[config.mk]
export PLATFORM = sky130hd
export DESIGN_NAME = countdown_timer
export DESIGN_NICKNAME = d
export VERILOG_FILES = /design/src/rtl/countdown_timer.sv
export SDC_FILE = /design/constraint.sdc
export NUM_CORES = 1
export LEC_CHECK = 0
export ABC_AREA = 0
export CAP_MARGIN = 20
export CORE_ASPECT_RATIO = 1.25
export CORE_MARGIN = 2
export CORE_UTILIZATION = 30
export CTS_CLUSTER_SIZE = 28
export DETAILED_ROUTE_END_ITERATION = 10
export HOLD_SLACK_MARGIN = 0.02
export PLACE_DENSITY_LB_ADDON = 0.2
export SLEW_MARGIN = 5
export SYNTH_ARGS = -nofsm -noshare
export SYNTH_HDL_FRONTEND = slang
export SYNTH_SLANG_ARGS = --single-unit
[constraint.sdc]
create_clock -name clk -period 2.9 [get_ports clk]
set_input_delay 0.58 -clock clk [delete_from_list [all_inputs] [get_ports clk]]
set_output_delay 0.58 -clock clk [all_outputs]
set_load 0.01 [all_outputs]
[src/rtl/countdown_timer.sv]
// BCD countdown timer (dd.d seconds) for timed typing rounds; shares the stopwatch display path.
// Optional low-time warning output enabled by defining COUNTDOWN_WARN_EN.
module countdown_timer #(
   parameter int unsigned TICK_DIV     = 10_000_000,
   parameter int unsigned RESET_DECA   = 6,
   parameter int unsigned RESET_SEC    = 0,
   parameter int unsigned RESET_DECI   = 0,
   parameter int unsigned WARN_SECONDS = 5
) (
   input  logic       clk,
   input  logic       rst,
   input  logic       load,
   input  logic [3:0] preset_decaseconds,
   input  logic [3:0] preset_seconds,
   input  logic [3:0] preset_deciseconds,
   input  logic       start,
   output logic [3:0] deciseconds_out,
   output logic [3:0] seconds_out,
   output logic [3:0] decaseconds_out,
   output logic       running,
   output logic       at_zero,
   output logic       done_pulse,
   output logic       warn
);

   localparam int unsigned PW = (TICK_DIV > 2) ? $clog2(TICK_DIV) : 1;
   localparam logic [PW-1:0] TICK_LAST = PW'(TICK_DIV - 1);
   localparam logic [3:0] R_DECA = 4'(RESET_DECA);
   localparam logic [3:0] R_SEC  = 4'(RESET_SEC);
   localparam logic [3:0] R_DECI = 4'(RESET_DECI);
   localparam logic RESET_ZERO = (RESET_DECA == 0) && (RESET_SEC == 0) && (RESET_DECI == 0);

   typedef enum logic [1:0] {IDLE, RUN, EXPIRED} state_t;

   localparam state_t RESET_STATE = RESET_ZERO ? EXPIRED : IDLE;

   // Elaboration-time guard on parameter ranges
   if (TICK_DIV < 2 || RESET_DECA > 9 || RESET_SEC > 9 || RESET_DECI > 9 ||
       WARN_SECONDS < 1 || WARN_SECONDS > 9) begin : g_bad_param
      $error("countdown_timer: parameter out of range");
   end

   state_t          state, state_nxt;
   logic [PW-1:0]   presc, presc_nxt;
   logic [3:0]      deca_nxt, sec_nxt, deci_nxt;
   logic [3:0]      clamp_deca, clamp_sec, clamp_deci;
   logic            done_nxt;
   logic            cur_zero, nxt_zero;

   function automatic logic [3:0] clamp9(input logic [3:0] d);
      return (d > 4'd9) ? 4'd9 : d;
   endfunction

   assign clamp_deca = clamp9(preset_decaseconds);
   assign clamp_sec  = clamp9(preset_seconds);
   assign clamp_deci = clamp9(preset_deciseconds);
   assign cur_zero   = (decaseconds_out == 4'd0) && (seconds_out == 4'd0) && (deciseconds_out == 4'd0);
   assign nxt_zero   = (deca_nxt == 4'd0) && (sec_nxt == 4'd0) && (deci_nxt == 4'd0);

   always_ff @(posedge clk) begin
      if (rst) state <= RESET_STATE;
      else     state <= state_nxt;
   end

   // Next state, next digits and prescaler
   always_comb begin
      state_nxt = state;
      presc_nxt = presc;
      deca_nxt  = decaseconds_out;
      sec_nxt   = seconds_out;
      deci_nxt  = deciseconds_out;
      done_nxt  = 1'b0;
      if (load) begin
         deca_nxt  = clamp_deca;
         sec_nxt   = clamp_sec;
         deci_nxt  = clamp_deci;
         presc_nxt = '0;
         state_nxt = (clamp_deca == 4'd0 && clamp_sec == 4'd0 && clamp_deci == 4'd0) ? EXPIRED : IDLE;
      end else begin
         case (state)
            IDLE: begin
               if (start && !cur_zero) state_nxt = RUN;
            end
            RUN: begin
               if (!start) begin
                  state_nxt = IDLE;
               end else if (presc == TICK_LAST) begin
                  presc_nxt = '0;
                  if (!cur_zero) begin
                     if (deciseconds_out != 4'd0) begin
                        deci_nxt = deciseconds_out - 4'd1;
                     end else begin
                        deci_nxt = 4'd9;
                        if (seconds_out != 4'd0) begin
                           sec_nxt = seconds_out - 4'd1;
                        end else begin
                           sec_nxt  = 4'd9;
                           deca_nxt = decaseconds_out - 4'd1;
                        end
                     end
                  end
                  if ((deca_nxt == 4'd0) && (sec_nxt == 4'd0) && (deci_nxt == 4'd0)) begin
                     state_nxt = EXPIRED;
                     done_nxt  = !cur_zero;
                  end
               end else begin
                  presc_nxt = presc + PW'(1);
               end
            end
            EXPIRED: begin
               state_nxt = EXPIRED;
            end
            default: begin
               state_nxt = IDLE;
            end
         endcase
      end
   end

   always_ff @(posedge clk) begin
      if (rst) begin
         decaseconds_out <= R_DECA;
         seconds_out     <= R_SEC;
         deciseconds_out <= R_DECI;
         presc           <= '0;
         running         <= 1'b0;
         at_zero         <= RESET_ZERO;
         done_pulse      <= 1'b0;
      end else begin
         decaseconds_out <= deca_nxt;
         seconds_out     <= sec_nxt;
         deciseconds_out <= deci_nxt;
         presc           <= presc_nxt;
         running         <= (state_nxt == RUN);
         at_zero         <= nxt_zero;
         done_pulse      <= done_nxt;
      end
   end

`ifdef COUNTDOWN_WARN_EN
   localparam logic [3:0] WARN_SEC = 4'(WARN_SECONDS);
   logic warn_nxt;

   // Warning window is 0 < value <= WARN_SECONDS.0, evaluated on the incoming digits
   assign warn_nxt = !nxt_zero && (deca_nxt == 4'd0) &&
                     ((sec_nxt < WARN_SEC) || ((sec_nxt == WARN_SEC) && (deci_nxt == 4'd0)));

   always_ff @(posedge clk) begin
      if (rst) warn <= 1'b0;
      else     warn <= warn_nxt;
   end
`else
   assign warn = 1'b0;
`endif

endmodule

# Yosys cells after proc, flatten, opt, wreduce, memory -nomap -nowiden
# Cells that the tools add are included.
# totals
mem_count	0
input_bits	16
wordCells	94
romBits	0
output_inout_bits	16
regBits	41
latch_bits	0
ram_bits	0
# classes
addsub	4
n_mul	0
n_div	0
bitwise	4
muxes	43
n_eq_ne	4
n_reduce_logical	28
n_lt_le_gt_ge	3
shift	0
# op_table
op	count
$mux W4	35
$logic_not A4 Y1	12
$add A24 B1 Y24 const B	1
$eq A24 B24 Y1 const B	1
$mux W24	1
$gt A4 B4 Y1 const B	3
$mux W2	6
$sub A4 B1 Y4 const B	3
$logic_and A1 B1 Y1	9
$reduce_bool A4 Y1	2
$pmux W2 S3	1
$reduce_or A6 Y1	1
$eq A2 B1 Y1 const B	2
$not A1 Y1	4
$eq A2 B2 Y1 const B	1
$logic_not A2 Y1	1
$reduce_and A2 Y1	1
$reduce_or A2 Y1	1
$logic_not A1 Y1	1

# Depth between registers and ports, before layout
# Gate-level depths: netlist of run 1.
# logic_depth
word_depth	17
depth_mapped	10
depth_no_buf	9

# Worst setup path before layout of run 1
# No wires, ideal clock.
# synth_path
path_kind	register to register
from	register presc[0]
to	register at_zero
t_arrival_ns	2.135
path_stages_with_launch	10
slack_ns	0.692
synth_period_minus_slack_ns	2.208
setup_time_ns	0.073
required_ns	2.827
n_path_buf	1
path_cell_list	dfxtp_1 > ha_1 > nand4_1 > or2_1 > buf_6 > nor3_1 > mux2_2 > o21ai_0 > nand4_1 > nor3_2
# synth_via
elab_chain_len	8
word_cells_on_any_way	18
classes_between	eq/ne (1); mux (12); reduce/logical (5)
# synth_lines
item	line	text
start: declaration	44	logic [PW-1:0] presc, presc_nxt;
start signal: assignment	133	presc <= presc_nxt;
$eq A24 B24 Y1 *	87	end else if (presc == TICK_LAST) begin
$mux W4	87	
$mux W4	85	if (!start) begin
$mux W4	80	case (state)
$mux W4	73	if (load) begin
$logic_not A4 Y1	58	assign nxt_zero = (deca_nxt == 4'd0) && (sec_nxt == 4'd0) && (deci_nxt == 4'd0);
$logic_and A1 B1 Y1	58	
$logic_and A1 B1 Y1 *	58	
end signal: assignment	135	at_zero <= nxt_zero;
end: declaration	21	output logic at_zero,
# Mark *: on every way between the ends. The rest lies on a longest branch, timed or not.
# A chain may end at the register's enable or synchronous reset.

# Final worst setup path of run 1
# layout_path
from	register decaseconds_out[0]
to	register state[1]
# layout_via
elab_chain_len	16
word_cells_on_any_way	34
classes_between	add/sub (1); mux (23); reduce/logical (10)
# layout_lines
item	line	text
start: declaration	19	output logic [3:0] decaseconds_out,
start signal: assignment	130	decaseconds_out <= deca_nxt;
$sub A4 B1 Y4 / $logic_not A4 Y1 (equally long branches)	98, 57	
$mux W4 / $logic_and A1 B1 Y1 (equally long branches)	94, 57	
$mux W4 / $logic_and A1 B1 Y1 (equally long branches)	90, 57	
$mux W4	89	if (!cur_zero) begin
$mux W4	87	
$mux W4	85	
$mux W4	80	
$mux W4	73	
$logic_not A4 Y1	102	if ((deca_nxt == 4'd0) && (sec_nxt == 4'd0) && (deci_nxt == 4'd0)) begin
$logic_and A1 B1 Y1 (2 in a row)	102	
$mux W2	102	
$mux W2	87	
$mux W2	85	
$pmux W2 S3 *	80	
$mux W2 *	73	
end signal: assignment	62	else state <= state_nxt;
end: declaration	43	state_t state, state_nxt;
# Mark *: on every way between the ends. The rest lies on a longest branch, timed or not. The select of a mux whose other input is x is not followed.

==> results of run 1 <==
-- critical path, delay by kind of cell, from the launching register on --
kind	cells	cell delay (ns)
fa+ha+maj	1	0.17
flops	1	0.34
buf+inv	1	0.13
mux	1	0.23
compound gates	2	0.35
simple gates	4	1.28
-- worst max path at each step --
stage	startpoint	to	slack [ns]	cells after the start
2_1_floorplan	presc[0]	at_zero	0.69	9
3_3_place_gp	start	at_zero	0.20	7
3_5_place_dp	start	at_zero	0.09	7
4_1_cts	decaseconds_out[0]	state[1]	0.32	9
5_1_grt	decaseconds_out[0]	state[1]	0.11	9
6_report	decaseconds_out[0]	state[1]	0.35	9
-- per-stage QoR --
stage	hold slack, ns	cell area [um^2]	std cells
after floorplan	0.448	2250	266
after global placement	0.468	2690	390
after detailed placement	0.475	2690	390
after CTS	0.485	2770	396
after global routing	0.537	2770	396
final	0.481	2770	396
-- registers in the layout, indices dropped and copies added, names as in the netlist --
name	flops
done_pulse	1
presc	24
deciseconds_out	4
state	2
decaseconds_out	4
running	1
at_zero	1
seconds_out	4
-- where the power goes --
part	leakage, nW	internal (mW)	switching, mW	total, mW
clock network	0.0399	0.159	0.195	0.353
logic	0.597	0.0797	0.0838	0.163
registers	0.333	0.574	0.0155	0.589
total	0.970	0.812	0.294	1.11
-- cell usage in the layout, fill, tap and decap left out, types with 7 or more instances in the layout --
cell | synthesis | layout
buf_4 | 1 | 10
a21oi_1 | 8 | 8
xor2_1 | 15 | 15
nand3_1 | 9 | 9
xnor2_1 | 8 | 8
nand4_1 | 8 | 8
dfxtp_1 | 41 | 41
clkdlybuf4s50_1 | 0 | 30
mux2i_1 | 7 | 7
nand2_1 | 23 | 23
nor2_1 | 45 | 45
o21ai_0 | 7 | 7
-- logic make-up after synthesis --
| group | count (synthesis) |
|---|---|
| buffers and inverters | 15 |
| other | 1 |
| muxes | 8 |
| DFF | 41 |
| xor gates and xnor gates | 23 |
| adders and majority gates | 3 |
| and+or+nand+nor | 142 |
| AOI/OAI and AO/OA | 33 |
-- area by class of cell --
cell class,count,area share
Clock buffer,5,0.0249
Clock inverter,1,0.00181
Inverter,7,0.00949
Multi-Input combinational cell,210,0.490
Sequential cell,41,0.297
Tap cell,92,0.0416
Timing Repair Buffer,40,0.136
-- routing by layer --
metal  routed length, um  global-route usage  up-vias
met5                   0                   0        -
met4                  94              0.0508        0
met3                 229              0.0367        8
met2                2910               0.265       48
met1                2400               0.173      935
li1                    -                   -     1026
==> results.yml, run 1 <==
worst_setup_path:
  crit_path_cell_trace: "inv_1, ha_1, or3b_2, nand4_1, mux2i_1, nor4b_1, nand2_1, a21oi_1, a41o_1"
  worst-endpoint-required_ns: 3.14
  cp.arrival_ns: 2.79
  rrSetupSlack_ns: 0.35
  number_of_cell_instances_on_the_worst_register_to_register_path: 9
  criticalPathCategory: "flop to flop"
  critPathLaunchType: "flop"
  cpMaxStageDelayCell: "or3b_2"
  critPathMaxStageDelay_ns: 0.49
  timing.rr.end: "state[1]"
  r2r-start: "decaseconds_out[0]"
  critical_path_sink_type: "flop"
  timing.critical_path.fanout_max: 4
clocking:
  cts_made_buffers: 5
  postCtsResizedCells: 0
  cts_tree: "done"
  post-cts-setup-buffer-count: 0
  cts_root_buf: "clkbuf_8"
  h-tree-depth: 2
  clock_path_buffers: 2
  cts.sink_count: 41
  worst_skew_pair.late_latency_ns: 0.29
  path_clk_slew_ns: 0.08
  cts_hold_buffers: 0
routing:
  detail_route.vias_per_cell: 5.09
  final_antenna_net_count: 0
  drc_errors: 0
  drt-initial-drc-count: 63
  total_number_of_vias: 2017
  wirelength_um: 5630
  drt-pass1-iter-count: 4
  detail_route.wl_per_cell_um: 14.2
sta:
  fin_worst_skew_ns: 0.00419
  slew-limit-headroom: 0.636
  final.min_clock_period_ns: 2.55
  report.final.slew_viol_count: 0
  final-hold-violation-count: 0
  final_worst_path_period_share: 0.880
  finalWorstSetupSlack_ns: 0.347
  max_freq_ghz: 0.392
  worst_slew_pin_slew_ns: 0.545
  final-setup-viol-count: 0
  timing.setup.tns_ns: 0
  grt_setup_unrepaired: "no"
synth:
  synth.ff_latch_count: 41
  post_synth_and_or_nand_nor_area_fraction: 0.357
  largest_area_contributor_in_the_netlist: "dfxtp_1"
  synth-seq-area-share: 0.365
  yosysWarnings: 0
  number_of_synthesized_flops_with_an_enable_pin: 0
  synth.distinct_cells: 57
  synthMostInstantiatedCell: "nor2_1"
  synthesized_netlist_cell_count: 266
  synth_adder_area_share: 0.0167
  synthTopCellsByArea: "dfxtp_1, nor2_1, xor2_1"
  synth_top_family_by_area: "simple AND/OR/NAND/NOR gates"
  syn-num-nets: 285
  netlist_top_cells_count: "nor2_1, dfxtp_1, nand2_1, xor2_1, nand3_1"
  average_cell_area_after_synthesis_um2: 8.45
  synth_async_sr_flop_share: 0
  netlist_area_mm2: 0.00225
  synth_compound_gate_area_share: 0.102
  yosysTopAreaCellShare: 0.365
  synth-xor-area-share: 0.0896
  yosys-mux-area-fraction: 0.0362
  synthFlopType: "dfxtp_1"
layout:
  syn_to_final_growth_pct: 23.2
  layout.area.seq_um2: 821
  antenna_cells_inserted: 0
  n_fill_cell: 762
  multi_input_area_mm2: 0.00136
  number_of_nets_in_the_final_layout: 324
  layout-drive-gt1-share: 0.115
  postLayoutCoreUtil: 0.378
die:
  area_of_the_core_mm2: 0.00731
  die-height_um: 101
  dieWidth_um: 81.4
  die_area_mm2: 0.00820
  ios: 32
  start_util: 0.307
  fp-row-count: 35
placed_design:
  placement.setup.worst_slack_ns: 0.0880
  gp_routability_congestion: 0.847
  dp.final_hpwl_um: 4360
  port_buffers: 30
hold_path:
  number_of_instances_on_the_worst_hold_path: 2
  min_from: "presc[1]"
  worstHoldEndpoint: "presc[1]"
  min_path_type: "flop to flop"
flow_run:
  maxCapViolCount: 0
power_and_ir_drop:
  cellPowerDensity_mw_per_mm2: 400
  worst_ir_drop_vdd_v: 0.000148
  design_power_total_mw: 1.11
  cellLeakagePower_nw: 0.970
global_routing:
  grt_util_all_layers: 0.150
  antenna_found_initial: 0
  grt_pass1_vias: 1973
  grt_max_degree: 22
  grt.overflow.total: 0
  grt_pass1_wl_um: 9420
status:
  status: "finished clean"
No activity file was read; power rests on OpenSTA's default activity.
==> run 2, diff against run 1 <==
--- a/config.mk
+++ b/config.mk
@@ -9,7 +9,7 @@
 export CAP_MARGIN = 20
 export CORE_ASPECT_RATIO = 1.25
 export CORE_MARGIN = 2
-export CORE_UTILIZATION = 30
+export CORE_UTILIZATION = 45
 export CTS_CLUSTER_SIZE = 28
 export DETAILED_ROUTE_END_ITERATION = 10
 export HOLD_SLACK_MARGIN = 0.02
==> run 2 against run 1 <==
Sequential power is essentially flat. Register-to-register slack improved by 0.04 ns. Highest routed layer unchanged. Critical path type unchanged. Core utilization is 19 points higher. Worst setup slack better by 0.036 ns. Die area shrank 32%. Power rose by 1.8%. Global-route usage is 4.5 points higher. Clock power up 7.6%. Sequential share of layout area is 0.46 points higher. Sequential cell count is the same. Via count decreased by 1.6%. Combinational power shrank 4%.
==> results.yml, run 2 (synthesis results as in run 1) <==
status:
  status: "finished clean"
layout:
  highest_count_cells_in_the_layout_ignoring_fill_and_taps: "nor2_1, dfxtp_1, clkdlybuf4s50_1, nand2_1, xor2_1"
  number_of_nets_in_the_final_layout: 322
  postLayoutCoreUtil: 0.572
  antenna_cells_inserted: 0
  syn_to_final_growth_pct: 21.3
  largest_register: "presc"
  layout.cells.most_common: "nor2_1"
  largest_reg_flops: 24
  n_fill_cell: 452
  layout-drive-gt1-share: 0.115
routing:
  final_antenna_net_count: 0
  wirelength_um: 5070
  detail_route.vias_per_cell: 5.45
  drc_errors: 0
  detail_route.wl_per_cell_um: 13.9
  total_number_of_vias: 1984
  drt-pass1-iter-count: 4
  drt-initial-drc-count: 60
worst_setup_path:
  worst-endpoint-required_ns: 3.14
  critical_path_sink_type: "flop"
  cp.arrival_ns: 2.76
  timing.rr.end: "state[1]"
  timing.critical_path.fanout_max: 4
  critPathLaunchType: "flop"
  critical_path_depth: 9
  number_of_cell_instances_on_the_worst_register_to_register_path: 9
  cp.buffers_inverters: 1
  criticalPathCategory: "flop to flop"
  cpMaxStageDelayCell: "or3b_2"
  critPathMaxStageDelay_ns: 0.50
  worst_setup_ep: "state[1]"
  crit_path_cell_trace: "inv_1, ha_1, or3b_2, nand4_1, mux2i_1, nor4b_1, nand2_1, a21oi_1, a41o_1"
  worst_path_dominant_cell_family: "simple AND/OR/NAND/NOR gates"
  rrSetupSlack_ns: 0.38
  r2r-start: "decaseconds_out[0]"
  critPathLaunch: "decaseconds_out[0]"
power_and_ir_drop:
  cellLeakagePower_nw: 0.964
  worst_ir_drop_vdd_v: 0.000192
  cellPowerDensity_mw_per_mm2: 413
clocking:
  cts.sink_count: 41
  cts_made_buffers: 5
  cts_root_buf: "clkbuf_8"
  cts_hold_buffers: 0
  clock_path_buffers: 2
  h-tree-depth: 2
  postCtsResizedCells: 0
  post-cts-setup-buffer-count: 0
  path_clk_slew_ns: 0.08
  cts_tree: "done"
  worst_skew_pair.late_latency_ns: 0.30
flow_run:
  maxCapViolCount: 0
hold_path:
  min_path_type: "flop to flop"
die:
  area_of_the_core_mm2: 0.00476
  fp-row-count: 28
  die_area_mm2: 0.00558
  dieWidth_um: 67.2
  die-height_um: 83.0
  start_util: 0.472
  ios: 32
sta:
  grt_setup_unrepaired: "no"
  max_freq_ghz: 0.397
  fin_worst_skew_ns: 0.00551
  report.final.slew_viol_count: 0
  final-setup-viol-count: 0
  final_worst_path_period_share: 0.868
  timing.setup.tns_ns: 0
  slew-limit-headroom: 0.653
  final.min_clock_period_ns: 2.52
  worst_slew_pin_slew_ns: 0.520
  final-hold-violation-count: 0
global_routing:
  antenna_found_initial: 0
  grt_max_degree: 22
  grt_pass1_vias: 1904
  grt.overflow.total: 0
  grt_pass1_wl_um: 8440
  grt_util_all_layers: 0.195
placed_design:
  port_buffers: 30
  dp.final_hpwl_um: 3870
  gp_routability_congestion: 0.842
==> run 2: cell count changes in the layout (fill, tap and decap cells not counted) <==
cell	change
buf_4	-2
clkinv_2	+1
clkinvlp_4	+1
==> run 2: routing by layer <==
metal / wire length, um / global-route usage / vias up
li1: - / - / 1015
met1: 2190 / 0.224 / 911
met2: 2580 / 0.337 / 48
met3: 175 / 0.0366 / 10
met4: 126 / 0.0909 / 0
met5: 0 / 0 / -
==> run 2: final cells by class <==
cell class                 instances  area, um^2  share of cell area
multi-input combinational        210        1360               0.498
sequential                        41         821               0.301
timing repair buffer              38         360               0.132
tap                               60        75.1              0.0275
clock buffer                       5        68.8              0.0253
inverter                           7        26.3             0.00964
clock inverter                     3        17.5             0.00643
==> run 2: power by group <==
part           internal [mW]  switching (mW)
sequential             0.574          0.0159
clock                  0.166           0.214
combinational         0.0775          0.0787
total                  0.818           0.309
==> run 2: how the worst min path moves through the flow <==
stage / start / end / slack, ns / cells after the start
2_1_floorplan: presc[1] / presc[1] / 0.45 / 2
3_3_place_gp: presc[1] / presc[1] / 0.47 / 2
3_5_place_dp: presc[1] / presc[1] / 0.47 / 2
4_1_cts: presc[1] / presc[1] / 0.48 / 2
5_1_grt: presc[1] / presc[1] / 0.52 / 2
6_report: presc[1] / presc[1] / 0.48 / 2
==> run 2: per-stage QoR <==
stage	power (mW)	std cells	setup slack, ns	cell area, um^2	hold slack (ns)
floorplan	0.685	266	0.692	2250	0.448
global placement	0.759	356	0.280	2640	0.472
detailed placement	0.758	356	0.244	2640	0.468
CTS	1.13	364	0.397	2730	0.479
global route	1.17	364	0.188	2730	0.523
finish	1.13	364	0.383	2730	0.479
==> run 2: worst reg2reg max path, stage by stage (launching register included) <==
cell and delay, ns:
dfxtp_1 0.34, inv_1 0.12, ha_1 0.15, or3b_2 0.50
nand4_1 0.24, mux2i_1 0.21, nor4b_1 0.40, nand2_1 0.12
a21oi_1 0.23, a41o_1 0.15
==> edit 1 (flow settings as in run 1) <==
Add a define of `COUNTDOWN_WARN_EN`.
--- a/src/rtl/countdown_timer.sv
+++ b/src/rtl/countdown_timer.sv
@@ -1,5 +1,7 @@
 // BCD countdown timer (dd.d seconds) for timed typing rounds; shares the stopwatch display path.
 // Optional low-time warning output enabled by defining COUNTDOWN_WARN_EN.
+`define COUNTDOWN_WARN_EN
+
 module countdown_timer #(
    parameter int unsigned TICK_DIV     = 10_000_000,
    parameter int unsigned RESET_DECA   = 6,
Behaviour: not the same (a bounded check fails within 4 cycles, from zero or initial values and one cycle with rst high).
==> edit 1 against run 1 <==
  * Final area grew 14%
  * Wire length grew 24%
  * Total power grew 16%
  * Worst setup slack lost 200 ps
  * Sequential share of layout area shrank 2.9 points
  * Count of clock-buffer cells in the layout grew 2
  * Non-clock buffer count grew 22
  * Hold slack gained 32 ps
  * Sequential cell count grew 1
  * Maximum frequency shrank 7.2%
  * Area after synthesis grew 7.8%
==> edit 1: results (changes against run 1) <==
FF-to-FF End warn; list of most frequent post-synthesis cells nor2_1, dfxtp_1, nand2_1, nand3_1, nor3_1; Hold/Removal Path Class reg2reg; # diodes 0 (unchanged); WHS Path Cells 2 (unchanged); first-pass GRT wire length 11.7 mm (+24%); Worst-Margin Slew 650 ps (+105 ps); Arrival @ worst endpoint 2950 ps (+160 ps); post-synthesis sequential area ratio 0.347 (-0.0181); largest net degree at the start of global routing 24 (+9.1%); CTS H-tree depth 2 (unchanged); Longest Clk Path Bufs 2 (unchanged); Top delay family on crit path simple AND/OR/NAND/NOR gates; routed via count 2,430 (+20%); Power Internal 950 uW (+17%); maxcap violations 0 (unchanged); skew final 11.3 ps (+7.13 ps); Detailed Place HPWL 5.38 mm (+23%); status finished clean; max reg flops 24 (unchanged); # fillers 832 (+9.2%); Routed WL 6.99 mm (+24%); initial antenna violation count 0 (unchanged); share of post-route cells with drive strength above 1 0.139 (+0.0234); Buffers on Ports 31 (+3.3%); Setup WS pre-CTS -53.8 ps (-142 ps); maximum vdd drop 0.000220 V (+49%); Leakage 1.09 nW (+13%); Most flops, register presc; Worst Reg-to-Reg Cells 7 (-2); DR pass1 iterations 4 (unchanged); nets@finish 379 (+17%); gr usage total 0.163 (+0.0133); Yosys warnings 0 (unchanged); post-route clock period utilization 0.948 (+0.0680); reg2reg start presc[7]; CTS clk-pin slew, worst paths 90 ps; Hold WS 513 ps (+31.9 ps); Netlist cell types 54 (-5.3%); Min-Delay Startpoint presc[1]; CP Max Fanout 3 (-1); Worst Hold Path EP presc[1]; GP Congestion 0.897 (+5.9%); First DRT Iteration DRCs 102 (+62%); top cells by area, synth dfxtp_1, nor2_1, xor2_1, nand3_1, nand2_1; clock insertion delay at the later pin of the skew report 300 ps; Syn Nets 322 (+13%); Critical Path Max Stage Delay 580 ps (+90 ps); R2R setup slack 150 ps (-200 ps); Critical Path Slowest Stage Cell or4b_1
-- edit 1: how the worst max path moves through the flow --
stage / start / endpoint / cells past startpoint / slack [ps]
after floorplan: decaseconds_out[0] / state[1] / 9 / 190
after global placement: decaseconds_out[1] / state[1] / 9 / -40
after detailed placement: start / warn / 8 / -50
after CTS: decaseconds_out[1] / state[1] / 9 / 40
after global routing: presc[8] / warn / 8 / 60
final: presc[7] / warn / 7 / 150
-- edit 1: area by class of cell --
cell class	count	area [um2]	share of cell area
multi-input cells	240	1500	0.477
flip-flops and latches	42	841	0.268
repair buffers	62	543	0.173
well taps	95	119	0.0378
clock buffers	7	76.3	0.0243
inverters	9	33.8	0.0107
clock inverters	1	30.0	0.00955
-- edit 1: worst reg2reg max path, delay by kind of cell (launching register included) --
kind	cells	cell delay [ps]
and+or+nand+nor	5	1900
AOI/OAI and AO/OA	2	420
DFF	1	340
-- edit 1: power groups by stage --
stage	logic [mW]	clock network [mW]	registers, mW
after floorplan	0.100	0	0.620
after global placement	0.219	0	0.615
after detailed placement	0.217	0	0.615
after CTS	0.218	0.479	0.601
after global routing	0.238	0.501	0.604
final	0.219	0.461	0.602
-- edit 1: layer usage --
layer | vias up | GRT usage | wire length, um
met5 | - | 0 | 0
met4 | 0 | 0.0726 | 215
met3 | 13 | 0.0262 | 337
met2 | 57 | 0.282 | 3550
met1 | 1135 | 0.196 | 2890
li1 | 1225 | - | -
-- edit 1: metrics by stage --
stage                     cell area, um2  setup TNS [ps]  instances
after floorplan                     2420               0        303
after global placement              3030           -63.3        448
after detailed placement            3030           -53.8        448
after CTS                           3140               0        456
after global routing                3140               0        456
final                               3140               0        456
-- edit 1: cell families after synthesis --
| group | Yosys count | share of synthesized area |
|---|---|---|
| AND/OR/NAND/NOR | 165 | 0.372 |
| AO/OA/AOI/OAI | 49 | 0.146 |
| flip-flops | 42 | 0.347 |
| XOR/XNOR | 22 | 0.0795 |
| buffers and inverters | 21 | 0.0356 |
| adder cells (fa/ha/maj) | 3 | 0.0155 |
| multiplexers | 1 | 0.00465 |
-- edit 1: timing repair --
action | 4_1_cts | 5_1_grt
hold endpoints to repair | 0 | 0
setup endpoints to repair | 0 | 1
hold buffers | 0 | 0
gates resized for setup | 0 | 1
==> edit 2 (settings of run 1) <==
Made on the original files. Register the inputs `load` and `start` before use, without a reset. The logic sees them one clock later.
--- a/src/rtl/countdown_timer.sv
+++ b/src/rtl/countdown_timer.sv
@@ -33,6 +33,14 @@
    typedef enum logic [1:0] {IDLE, RUN, EXPIRED} state_t;
 
    localparam state_t RESET_STATE = RESET_ZERO ? EXPIRED : IDLE;
+
+   logic load_q;
+   logic start_q;
+
+   always_ff @(posedge clk) begin
+      load_q  <= load;
+      start_q <= start;
+   end
 
    // Elaboration-time guard on parameter ranges
    if (TICK_DIV < 2 || RESET_DECA > 9 || RESET_SEC > 9 || RESET_DECI > 9 ||
@@ -70,7 +78,7 @@
       sec_nxt   = seconds_out;
       deci_nxt  = deciseconds_out;
       done_nxt  = 1'b0;
-      if (load) begin
+      if (load_q) begin
          deca_nxt  = clamp_deca;
          sec_nxt   = clamp_sec;
          deci_nxt  = clamp_deci;
@@ -79,10 +87,10 @@
       end else begin
          case (state)
             IDLE: begin
-               if (start && !cur_zero) state_nxt = RUN;
+               if (start_q && !cur_zero) state_nxt = RUN;
             end
             RUN: begin
-               if (!start) begin
+               if (!start_q) begin
                   state_nxt = IDLE;
                end else if (presc == TICK_LAST) begin
                   presc_nxt = '0;
Formal check against the unedited RTL: not equivalent (a bounded check fails within 4 cycles, from zero or initial values and one cycle with rst high).
==> edit 2 against run 1 <==
  * Non-clock buffer count shrank 6
  * Wire length shrank 4.4%
  * Worst setup slack gained 8.6 ps
  * Critical path depth shrank 1
  * Final cell count grew 3.8%
  * Combinational power shrank 17%
  * Area after synthesis grew 5.9%
  * Sequential cell count grew 2
  * Critical endpoint is now at_zero
  * Total power grew 1.8%
  * Final area grew 3.3%
  * Largest cell class unchanged
  * Synthesized cell count grew 6.0%
  * Sequential power grew 6.1%
==> edit 2: results (changes against run 1) <==
share of post-route cells with drive strength above 1 0.101 (-0.0139); maximum vdd drop 0.000166 V (+12%); Setup WS pre-CTS 424 ps (+336 ps); CP Max Fanout 10 (+6); Hold WS 474 ps (-7.15 ps); GP Congestion 0.866 (+2.2%); Netlist cell types 61 (+7.0%); max_slew headroom 0.462 (-0.174); Leakage 1.03 nW (+5.8%); main flop type after synthesis dfxtp_1; wire per inst 13.1 um (-7.9%); R2R setup slack 360 ps; Hold/Removal Path Class reg2reg; largest net degree at the start of global routing 28 (+27%); gr usage total 0.130 (-0.0192); CTS clk-pin slew, worst paths 80 ps (about the same); Synth Instances 282 (+6.0%); Via-to-Cell Ratio 4.86 (-4.6%); Post-DP Area 2770 um2 (+2.9%); Detailed Place HPWL 4.24 mm (-2.8%); Fmax achieved 0.393 GHz (+0.34%); top cells by area, synth dfxtp_1, nor2_1, xor2_1, nand2_1, nand3_1; first-pass GRT wire length 9.27 mm (-1.5%); # diodes 0 (unchanged); Final Non-Filler Cells 411 (+3.8%); status finished clean; post-synthesis sequential area ratio 0.362 (-0.00353); vias in the first global route 2,001 (+1.4%); Most flops, register presc; initial antenna violation count 0 (unchanged); skew final 7.86 ps (+3.67 ps); First DRT Iteration DRCs 58 (-7.9%); placed insts 403 (+3.3%); Syn Nets 301 (+5.6%); GRT overflow 0 (unchanged); Resized Gates After CTS 0 (unchanged); nets@finish 334 (+3.1%); list of most frequent post-synthesis cells nor2_1, dfxtp_1, nand2_1, xor2_1, nand3_1; Arrival @ worst endpoint 2750 ps (-40 ps); Setup Fix Bufs, Post-CTS 0 (unchanged); Buffers on Ports 30 (unchanged)
-- edit 2: changes by cell type after synthesis, sizes merged, moves of 3 or more --
cell   change
and2       +6
inv        +4
nand3      +5
nand4      -4
nor3       +3
nor3b      -4
o21a       +3
o21ai      +5
-- edit 2: metal layers --
metal  track usage  up-vias  wire (um)
li1              -     1048          -
met1         0.147      907       2340
met2         0.243       38       2830
met3        0.0279        4        154
met4        0.0392        0         60
met5             0        -          0
-- edit 2: cells by family after synthesis --
family / Yosys count / synth area share
other cells: 1 / 0.00158
buf+inv: 18 / 0.0394
compound gates: 40 / 0.109
fa+ha+maj: 3 / 0.0158
simple gates: 150 / 0.369
flops: 43 / 0.362
xor+xnor: 21 / 0.0773
mux: 6 / 0.0258
-- edit 2: report_power, final --
part | leakage [nW] | internal [mW] | total (mW) | switching (mW)
Clock | 0.0412 | 0.168 | 0.365 | 0.197
Combinational | 0.635 | 0.0708 | 0.136 | 0.0654
Sequential | 0.350 | 0.602 | 0.625 | 0.0223
-- edit 2: path summary, 6_finish.rpt --
kind | start | endpoint | cells after the start
min | presc[1] | presc[1] | 2
max reg2reg | presc[0] | at_zero | 8
min reg2reg | presc[1] | presc[1] | 2
max | presc[0] | at_zero | 8
-- edit 2: worst max-delay path, stage by stage, from the launching register on --
cell and delay (ps):
dfxtp_1 370, ha_1 210, nor4b_4 260, nand4b_4 210, nor4_1 570, mux2i_1 320, o22a_1 160, nand4b_1 110
nor4b_2 240
-- edit 2: cell type report --
type	count	area, um2
sequential	43	861
fill	845	4890
clock inverter	2	12.5
inverter	10	37.5
multi-input combinational	221	1430
tap	95	119
timing repair buffer	34	330
clock buffer	6	72.6
